## src/rtl/hex7seg_scan_driver_if.sv

```systemverilog
// Load/display bundle between core logic and the
// seven-segment scan driver.
interface hex7seg_scan_driver_if #(
  parameter int NUM_DIGITS = 4
);
  logic                    load;
  logic [4*NUM_DIGITS-1:0] value_in;
  logic [NUM_DIGITS-1:0]   dp_in;
  logic [NUM_DIGITS-1:0]   digit_en;
  logic                    lz_blank;
  logic [NUM_DIGITS-1:0]   an;
  logic [6:0]              seg;
  logic                    dp;
  logic                    frame_done;

  modport master (
    output load, value_in, dp_in,
    output digit_en, lz_blank,
    input  an, seg, dp, frame_done
  );

  modport slave (
    input  load, value_in, dp_in,
    input  digit_en, lz_blank,
    output an, seg, dp, frame_done
  );
endinterface

```

## src/rtl/hex7seg_scan_driver.sv

```systemverilog
// Multiplexed hex seven-segment scan driver with
// frame-atomic updates and leading-zero blanking.
module hex7seg_scan_driver #(
  parameter int NUM_DIGITS     = 4,
  parameter int REFRESH_DIV    = 50000,
  parameter int GHOST_BLANK    = 1,
  parameter int SEG_ACTIVE_LOW = 1,
  parameter int AN_ACTIVE_LOW  = 1
) (
  input logic clk,
  input logic rst,
  hex7seg_scan_driver_if.slave bus
);
  localparam int TW =
    (REFRESH_DIV > 1) ? $clog2(REFRESH_DIV) : 1;
  localparam int IW =
    (NUM_DIGITS > 1) ? $clog2(NUM_DIGITS) : 1;
  localparam int ND = NUM_DIGITS;
  localparam int VW = 4 * NUM_DIGITS;

  localparam logic [TW-1:0] TICK_LAST =
    TW'(REFRESH_DIV - 1);
  localparam logic [IW-1:0] IDX_LAST =
    IW'(NUM_DIGITS - 1);
  localparam logic [TW-1:0] BLANK_END =
    TW'(GHOST_BLANK);

  localparam logic [ND-1:0] AN_OFF =
    {ND{AN_ACTIVE_LOW != 0}};
  localparam logic [6:0] SEG_OFF =
    {7{SEG_ACTIVE_LOW != 0}};
  localparam logic DP_OFF = (SEG_ACTIVE_LOW != 0);

  function automatic logic [6:0] hex_decode(
    input logic [3:0] nib
  );
    logic [6:0] s;
    unique case (nib)
      4'h0: s = 7'h3F;
      4'h1: s = 7'h06;
      4'h2: s = 7'h5B;
      4'h3: s = 7'h4F;
      4'h4: s = 7'h66;
      4'h5: s = 7'h6D;
      4'h6: s = 7'h7D;
      4'h7: s = 7'h07;
      4'h8: s = 7'h7F;
      4'h9: s = 7'h6F;
      4'hA: s = 7'h77;
      4'hB: s = 7'h7C;
      4'hC: s = 7'h39;
      4'hD: s = 7'h5E;
      4'hE: s = 7'h79;
      4'hF: s = 7'h71;
    endcase
    return s;
  endfunction

  logic [TW-1:0] tick_q, tick_d;
  logic [IW-1:0] idx_q, idx_d;
  logic [VW-1:0] pend_val_q, pend_val_d;
  logic [ND-1:0] pend_dp_q, pend_dp_d;
  logic [ND-1:0] pend_en_q, pend_en_d;
  logic [VW-1:0] act_val_q, act_val_d;
  logic [ND-1:0] act_dp_q, act_dp_d;
  logic [ND-1:0] act_en_q, act_en_d;
  logic [ND-1:0] an_q, an_d;
  logic [6:0]    seg_q, seg_d;
  logic          dp_q, dp_d;
  logic          fd_q, fd_d;

  logic          wrap;
  logic          run;
  logic          lit;
  logic [ND-1:0] supp;
  logic [3:0]    cur_nib;
  logic [ND-1:0] an_raw;
  logic [6:0]    seg_raw;
  logic          dp_raw;

  always_comb begin
    tick_d = tick_q + 1'b1;
    idx_d  = idx_q;
    wrap   = 1'b0;
    if (tick_q == TICK_LAST) begin
      tick_d = '0;
      if (idx_q == IDX_LAST) begin
        idx_d = '0;
        wrap  = 1'b1;
      end else begin
        idx_d = idx_q + 1'b1;
      end
    end

    pend_val_d = pend_val_q;
    pend_dp_d  = pend_dp_q;
    pend_en_d  = pend_en_q;
    if (bus.load) begin
      pend_val_d = bus.value_in;
      pend_dp_d  = bus.dp_in;
      pend_en_d  = bus.digit_en;
    end

    act_val_d = wrap ? pend_val_q : act_val_q;
    act_dp_d  = wrap ? pend_dp_q  : act_dp_q;
    act_en_d  = wrap ? pend_en_q  : act_en_q;

    // Suppression runs top-down; digit 0 always shows.
    run  = bus.lz_blank;
    supp = '0;
    for (int k = ND - 1; k >= 1; k--) begin
      run = run && (act_val_q[4*k +: 4] == 4'h0)
                && !act_dp_q[k];
      supp[k] = run;
    end

    cur_nib = act_val_q[4*idx_q +: 4];
    lit = (tick_q >= BLANK_END) && act_en_q[idx_q]
          && !supp[idx_q];

    an_raw  = lit ? (ND'(1) << idx_q) : '0;
    seg_raw = lit ? hex_decode(cur_nib) : '0;
    dp_raw  = lit && act_dp_q[idx_q];

    an_d  = (AN_ACTIVE_LOW != 0) ? ~an_raw : an_raw;
    seg_d = (SEG_ACTIVE_LOW != 0) ? ~seg_raw : seg_raw;
    dp_d  = (SEG_ACTIVE_LOW != 0) ? ~dp_raw : dp_raw;
    fd_d  = wrap;
  end

  always_ff @(posedge clk) begin
    if (rst) begin
      tick_q     <= '0;
      idx_q      <= '0;
      pend_val_q <= '0;
      pend_dp_q  <= '0;
      pend_en_q  <= '1;
      act_val_q  <= '0;
      act_dp_q   <= '0;
      act_en_q   <= '1;
      an_q       <= AN_OFF;
      seg_q      <= SEG_OFF;
      dp_q       <= DP_OFF;
      fd_q       <= 1'b0;
    end else begin
      tick_q     <= tick_d;
      idx_q      <= idx_d;
      pend_val_q <= pend_val_d;
      pend_dp_q  <= pend_dp_d;
      pend_en_q  <= pend_en_d;
      act_val_q  <= act_val_d;
      act_dp_q   <= act_dp_d;
      act_en_q   <= act_en_d;
      an_q       <= an_d;
      seg_q      <= seg_d;
      dp_q       <= dp_d;
      fd_q       <= fd_d;
    end
  end

  assign bus.an         = an_q;
  assign bus.seg        = seg_q;
  assign bus.dp         = dp_q;
  assign bus.frame_done = fd_q;
endmodule

```

## src/flat_wrapper.sv

```systemverilog
// flat-port wrapper written by rule: the top's interface ports become plain ports
module hex7seg_scan_driver_flat 
#(
  parameter int NUM_DIGITS     = 4,
  parameter int REFRESH_DIV    = 50000,
  parameter int GHOST_BLANK    = 1,
  parameter int SEG_ACTIVE_LOW = 1,
  parameter int AN_ACTIVE_LOW  = 1
)
  (clk, rst, bus_load, bus_value_in, bus_dp_in, bus_digit_en, bus_lz_blank, bus_an, bus_seg, bus_dp, bus_frame_done);
  hex7seg_scan_driver_if #(.NUM_DIGITS(NUM_DIGITS)) bus_i ();
  input logic clk;
  input logic rst;
  input wire logic [$bits(bus_i.load)-1:0] bus_load;
  input wire logic [$bits(bus_i.value_in)-1:0] bus_value_in;
  input wire logic [$bits(bus_i.dp_in)-1:0] bus_dp_in;
  input wire logic [$bits(bus_i.digit_en)-1:0] bus_digit_en;
  input wire logic [$bits(bus_i.lz_blank)-1:0] bus_lz_blank;
  output wire logic [$bits(bus_i.an)-1:0] bus_an;
  output wire logic [$bits(bus_i.seg)-1:0] bus_seg;
  output wire logic [$bits(bus_i.dp)-1:0] bus_dp;
  output wire logic [$bits(bus_i.frame_done)-1:0] bus_frame_done;
  assign bus_i.load = bus_load;
  assign bus_i.value_in = bus_value_in;
  assign bus_i.dp_in = bus_dp_in;
  assign bus_i.digit_en = bus_digit_en;
  assign bus_i.lz_blank = bus_lz_blank;
  assign bus_an = bus_i.an;
  assign bus_seg = bus_i.seg;
  assign bus_dp = bus_i.dp;
  assign bus_frame_done = bus_i.frame_done;
  hex7seg_scan_driver #(.NUM_DIGITS(NUM_DIGITS), .REFRESH_DIV(REFRESH_DIV), .GHOST_BLANK(GHOST_BLANK), .SEG_ACTIVE_LOW(SEG_ACTIVE_LOW), .AN_ACTIVE_LOW(AN_ACTIVE_LOW)) u_core (.clk(clk), .rst(rst), .bus(bus_i));
endmodule
```

## config.mk

```make
export PLATFORM = sky130hd
export DESIGN_NAME = hex7seg_scan_driver_flat
export DESIGN_NICKNAME = d
export VERILOG_FILES = /design/src/rtl/hex7seg_scan_driver_if.sv /design/src/rtl/hex7seg_scan_driver.sv /design/src/flat_wrapper.sv
export SDC_FILE = /design/constraint.sdc
export NUM_CORES = 1
export LEC_CHECK = 0
export ABC_AREA = 1
export CORE_MARGIN = 5
export CORE_UTILIZATION = 40
export DETAILED_ROUTE_END_ITERATION = 8
export HOLD_SLACK_MARGIN = 0.08
export PLACE_DENSITY_LB_ADDON = 0.3
export SYNTH_ARGS = -nofsm -noshare
export SYNTH_HDL_FRONTEND = slang
export SYNTH_SLANG_ARGS = --single-unit
```

## constraint.sdc

```tcl
create_clock -name clk -period 1.55 [get_ports clk]
set_input_delay 0.31 -clock clk [delete_from_list [all_inputs] [get_ports clk]]
set_output_delay 0.31 -clock clk [all_outputs]
set_load 0.005 [all_outputs]
```

==> flow_metrics.tcl <==
set metrics [dict create \
    yosys.area_share.adder_pct 4.15 \
    switchingPower_uw 1030 \
    die-area_um2 11000 \
    setup_slack_ns 0.0170 \
    antenna_found_initial 0 \
    max-clock-path-buffers 2 \
    setup-violations-final 0 \
    grt_pass1_wl_um 13300 \
    wl_per_cell_um 11.8 \
    period_needed_ns 1.53 \
    worstPathCellList "ha_4 > nand2_2 > inv_2 > nand2_4 > nor2_4 > nand3_4 > nor2_4 > clkbuf_16 > nand2_4 > nand2_2" \
    path_depth 10 \
    max_freq_ghz 0.652 \
    synth_fp_nets 533 \
    r2r_cells 10 \
    synth_cell_type_count 34 \
    dp_cells 644 \
    synth_xor_area_share_pct 0.969 \
    synth_largest_area_cell "dfxtp_1" \
    internal-power_uw 2900 \
    power_density_nw_per_um2 839 \
    fp.coreArea_um2 8760 \
    syn_inst 493 \
    start_util_pct 41.3 \
    start_kind "flip-flop" \
    fp.dieW_um 105 \
    critPathMaxFanout 5 \
    synthSimpleGateAreaFrac_pct 39.1 \
    tightest_slew_ns 0.448 \
    critPathArrivalTime_ns 1.84 \
    grt_max_degree 25 \
    grt_overflow 0 \
    synth_area_um2 3620 \
    yosysSeqAreaShare_pct 43.7 \
    hold_depth 2 \
    synth_top_family_by_area "simple AND/OR/NAND/NOR gates" \
    cts-root-buf "clkbuf_8" \
    clk_latency_ns 0.36 \
    num_rows 34 \
    final_common_cell "nand2_1" \
    ios 41 \
    clock_sinks 79 \
    syn_area_per_cell_um2 7.33 \
    clk_pin_slew_worst_paths_ns 0.09 \
    cts_buffers 9 \
    drv_cap 0 \
    layoutNonFillerInstCount 668 \
    leakage_uw 0.00209 \
    antennaDiodeCount 0 \
    vdd_drop_max_mv 0.487 \
    relSlewSlack_pct 69.9 \
    drc 0 \
    hold_ws_ns 0.445 \
    yosys_register_bits 79 \
    slew_violations 0 \
    cpLargestDelayFamily "simple AND/OR/NAND/NOR gates" \
    dpl.hpwl_um 5600 \
    cp.required_ns 1.86 \
    synth_compound_area_share_pct 5.43 \
    detail-route-antenna-nets 0 \
    wirelength_um 7900 \
    path_buf_inv 2 \
    p_sw_share_pct 26.2 \
    muxShareOfSynthArea_pct 0 \
    portBuffers 40 \
    layout-drive-gt1-share_pct 21.1 \
    crit_path_top_delay_cell "dfxtp_4" \
    cts_hold_buf 0 \
    holdCritPathClass "reg2reg" \
    track_usage_pct 14.3 \
    grt_pass1_vias 3090 \
    final_cell_mix "nand2_1, nor2_1, dfxtp_1" \
    finalHoldViolCount 0 \
    dp_slack_ns -0.0655 \
    fp.dieH_um 105 \
    htree_levels 3 \
    routed_via_density 4.85 \
    place_congestion 0.828 \
    fillers 863 \
    fin_crit_sh_pct 98.9 \
    worst_setup_path_end_kind "flip-flop" \
    multi_input_area_um2 1920 \
    clock_skew_ns 0.0121 \
    seqPwrFrac_pct 54.4 \
    rsz0062_at_grt "yes" \
    combPwrFrac_pct 7.7 \
    yosysTopAreaCellShare_pct 43.7 \
    vias 3238 \
    syn2layout_area_growth_pct 29.6 \
    status "finished clean" \
    synth.area.top_cells "dfxtp_1, nand2_1, nor2_1, nand3_1, ha_1" \
    nNetsFinal 595 \
    yosysWarnings 0 \
    crit_type "reg2reg" \
    cts_tree "yes" \
    firstDrtPassIters 5 \
    clockPowerShare_pct 37.9 \
    first_iter_violations 119 \
    max_stage_delay_ns 0.37 \
    seq_area_um2 1600 \
]
-- cells by family (layout without fill, tap and decap cells) --
kind of cell | Yosys count | after routing
DFF | 79 | 79
adders and majority gates | 12 | 12
and+or+nand+nor | 311 | 311
AOI/OAI and AO/OA | 39 | 39
buffers and inverters | 48 | 115
xor gates and xnor gates | 4 | 4
-- stage by stage --
stage               setup TNS [ns]  utilization (%)  power [uW]  area, um2
global route                -0.649             53.5        4110       4690
detailed placement          -0.784             48.3        2470       4230
finish                           0             53.5        3930       4690
floorplan                        0                -        2310       3620
CTS                              0             50.9        3970       4460
global placement            -0.352             48.3        2460       4230
-- cells in the mapped netlist (all sizes together) --
cell type,number
nand3,60
nand2,140
o21ai,30
buf,13
nor2,95
clkbuf,6
clkinv,2
nand4,3
ha,12
xor2,3
o22ai,1
nand3b,3
or2,5
xnor2,1
a21oi,8
and2,1
inv,27
nor3,4
dfxtp,79
-- tightest hold or removal path, delay by kind of cell (launching register included) --
kind / cells / cell delay, ns
flops: 1 / 0.33
simple gates: 2 / 0.09
-- repair_timing --
item                       CTS  global route
pin swaps                    1             6
setup endpoints to repair   33            48
resized for setup            2            45
cloned                       0             3
setup buffers                2             3
-- registers in the layout (all words and copies together) (netlist names) --
name / flops
u_core.act_val_q: 16
u_core.pend_val_q: 16
u_core.tick_q: 16
u_core.bus.seg: 7
u_core.act_dp_q: 4
u_core.act_en_q: 4
u_core.bus.an: 4
u_core.pend_dp_q: 4
u_core.pend_en_q: 4
u_core.idx_q: 2
u_core.bus.dp: 1
u_core.bus.frame_done: 1
-- power by group through the flow --
stage / registers (uW) / clock network [uW] / logic, uW
floorplan: 2180 / 0 / 134
global placement: 2180 / 0 / 280
detailed placement: 2180 / 0 / 285
CTS: 2130 / 1540 / 303
global route: 2150 / 1630 / 339
finish: 2140 / 1490 / 302
-- area by class of cell --
cell class / count / area share, %
sequential: 79 / 34.1
tap: 108 / 2.88
multi-input combinational: 366 / 41.0
clock inverter: 7 / 1.55
clock buffer: 9 / 2.64
inverter: 29 / 2.40
timing repair buffer: 70 / 15.4
-- routing by layer --
layer | up-vias | share of wire [%] | track usage, %
met4 | 0 | 1.7 | 5.57
li1 | 1693 | - | -
met2 | 67 | 47 | 23.9
met3 | 14 | 4.4 | 4.19
met1 | 1464 | 47 | 17.3
met5 | - | 0 | 0
-- path summary, 6_finish.rpt --
path	start	to	slack (ns)
min reg2reg	u_core.pend_val_q[1]$_SDFFE_PP0P_	u_core.act_val_q[1]$_SDFFE_PP0P_	0.44
min	u_core.pend_val_q[1]$_SDFFE_PP0P_	u_core.act_val_q[1]$_SDFFE_PP0P_	0.44
max reg2reg	u_core.tick_q[1]$_SDFF_PP0_	u_core.act_val_q[11]$_SDFFE_PP0P_	0.02
max	u_core.tick_q[1]$_SDFF_PP0_	u_core.act_val_q[11]$_SDFFE_PP0P_	0.02
Note: power is estimated with default switching activity, not from simulation.
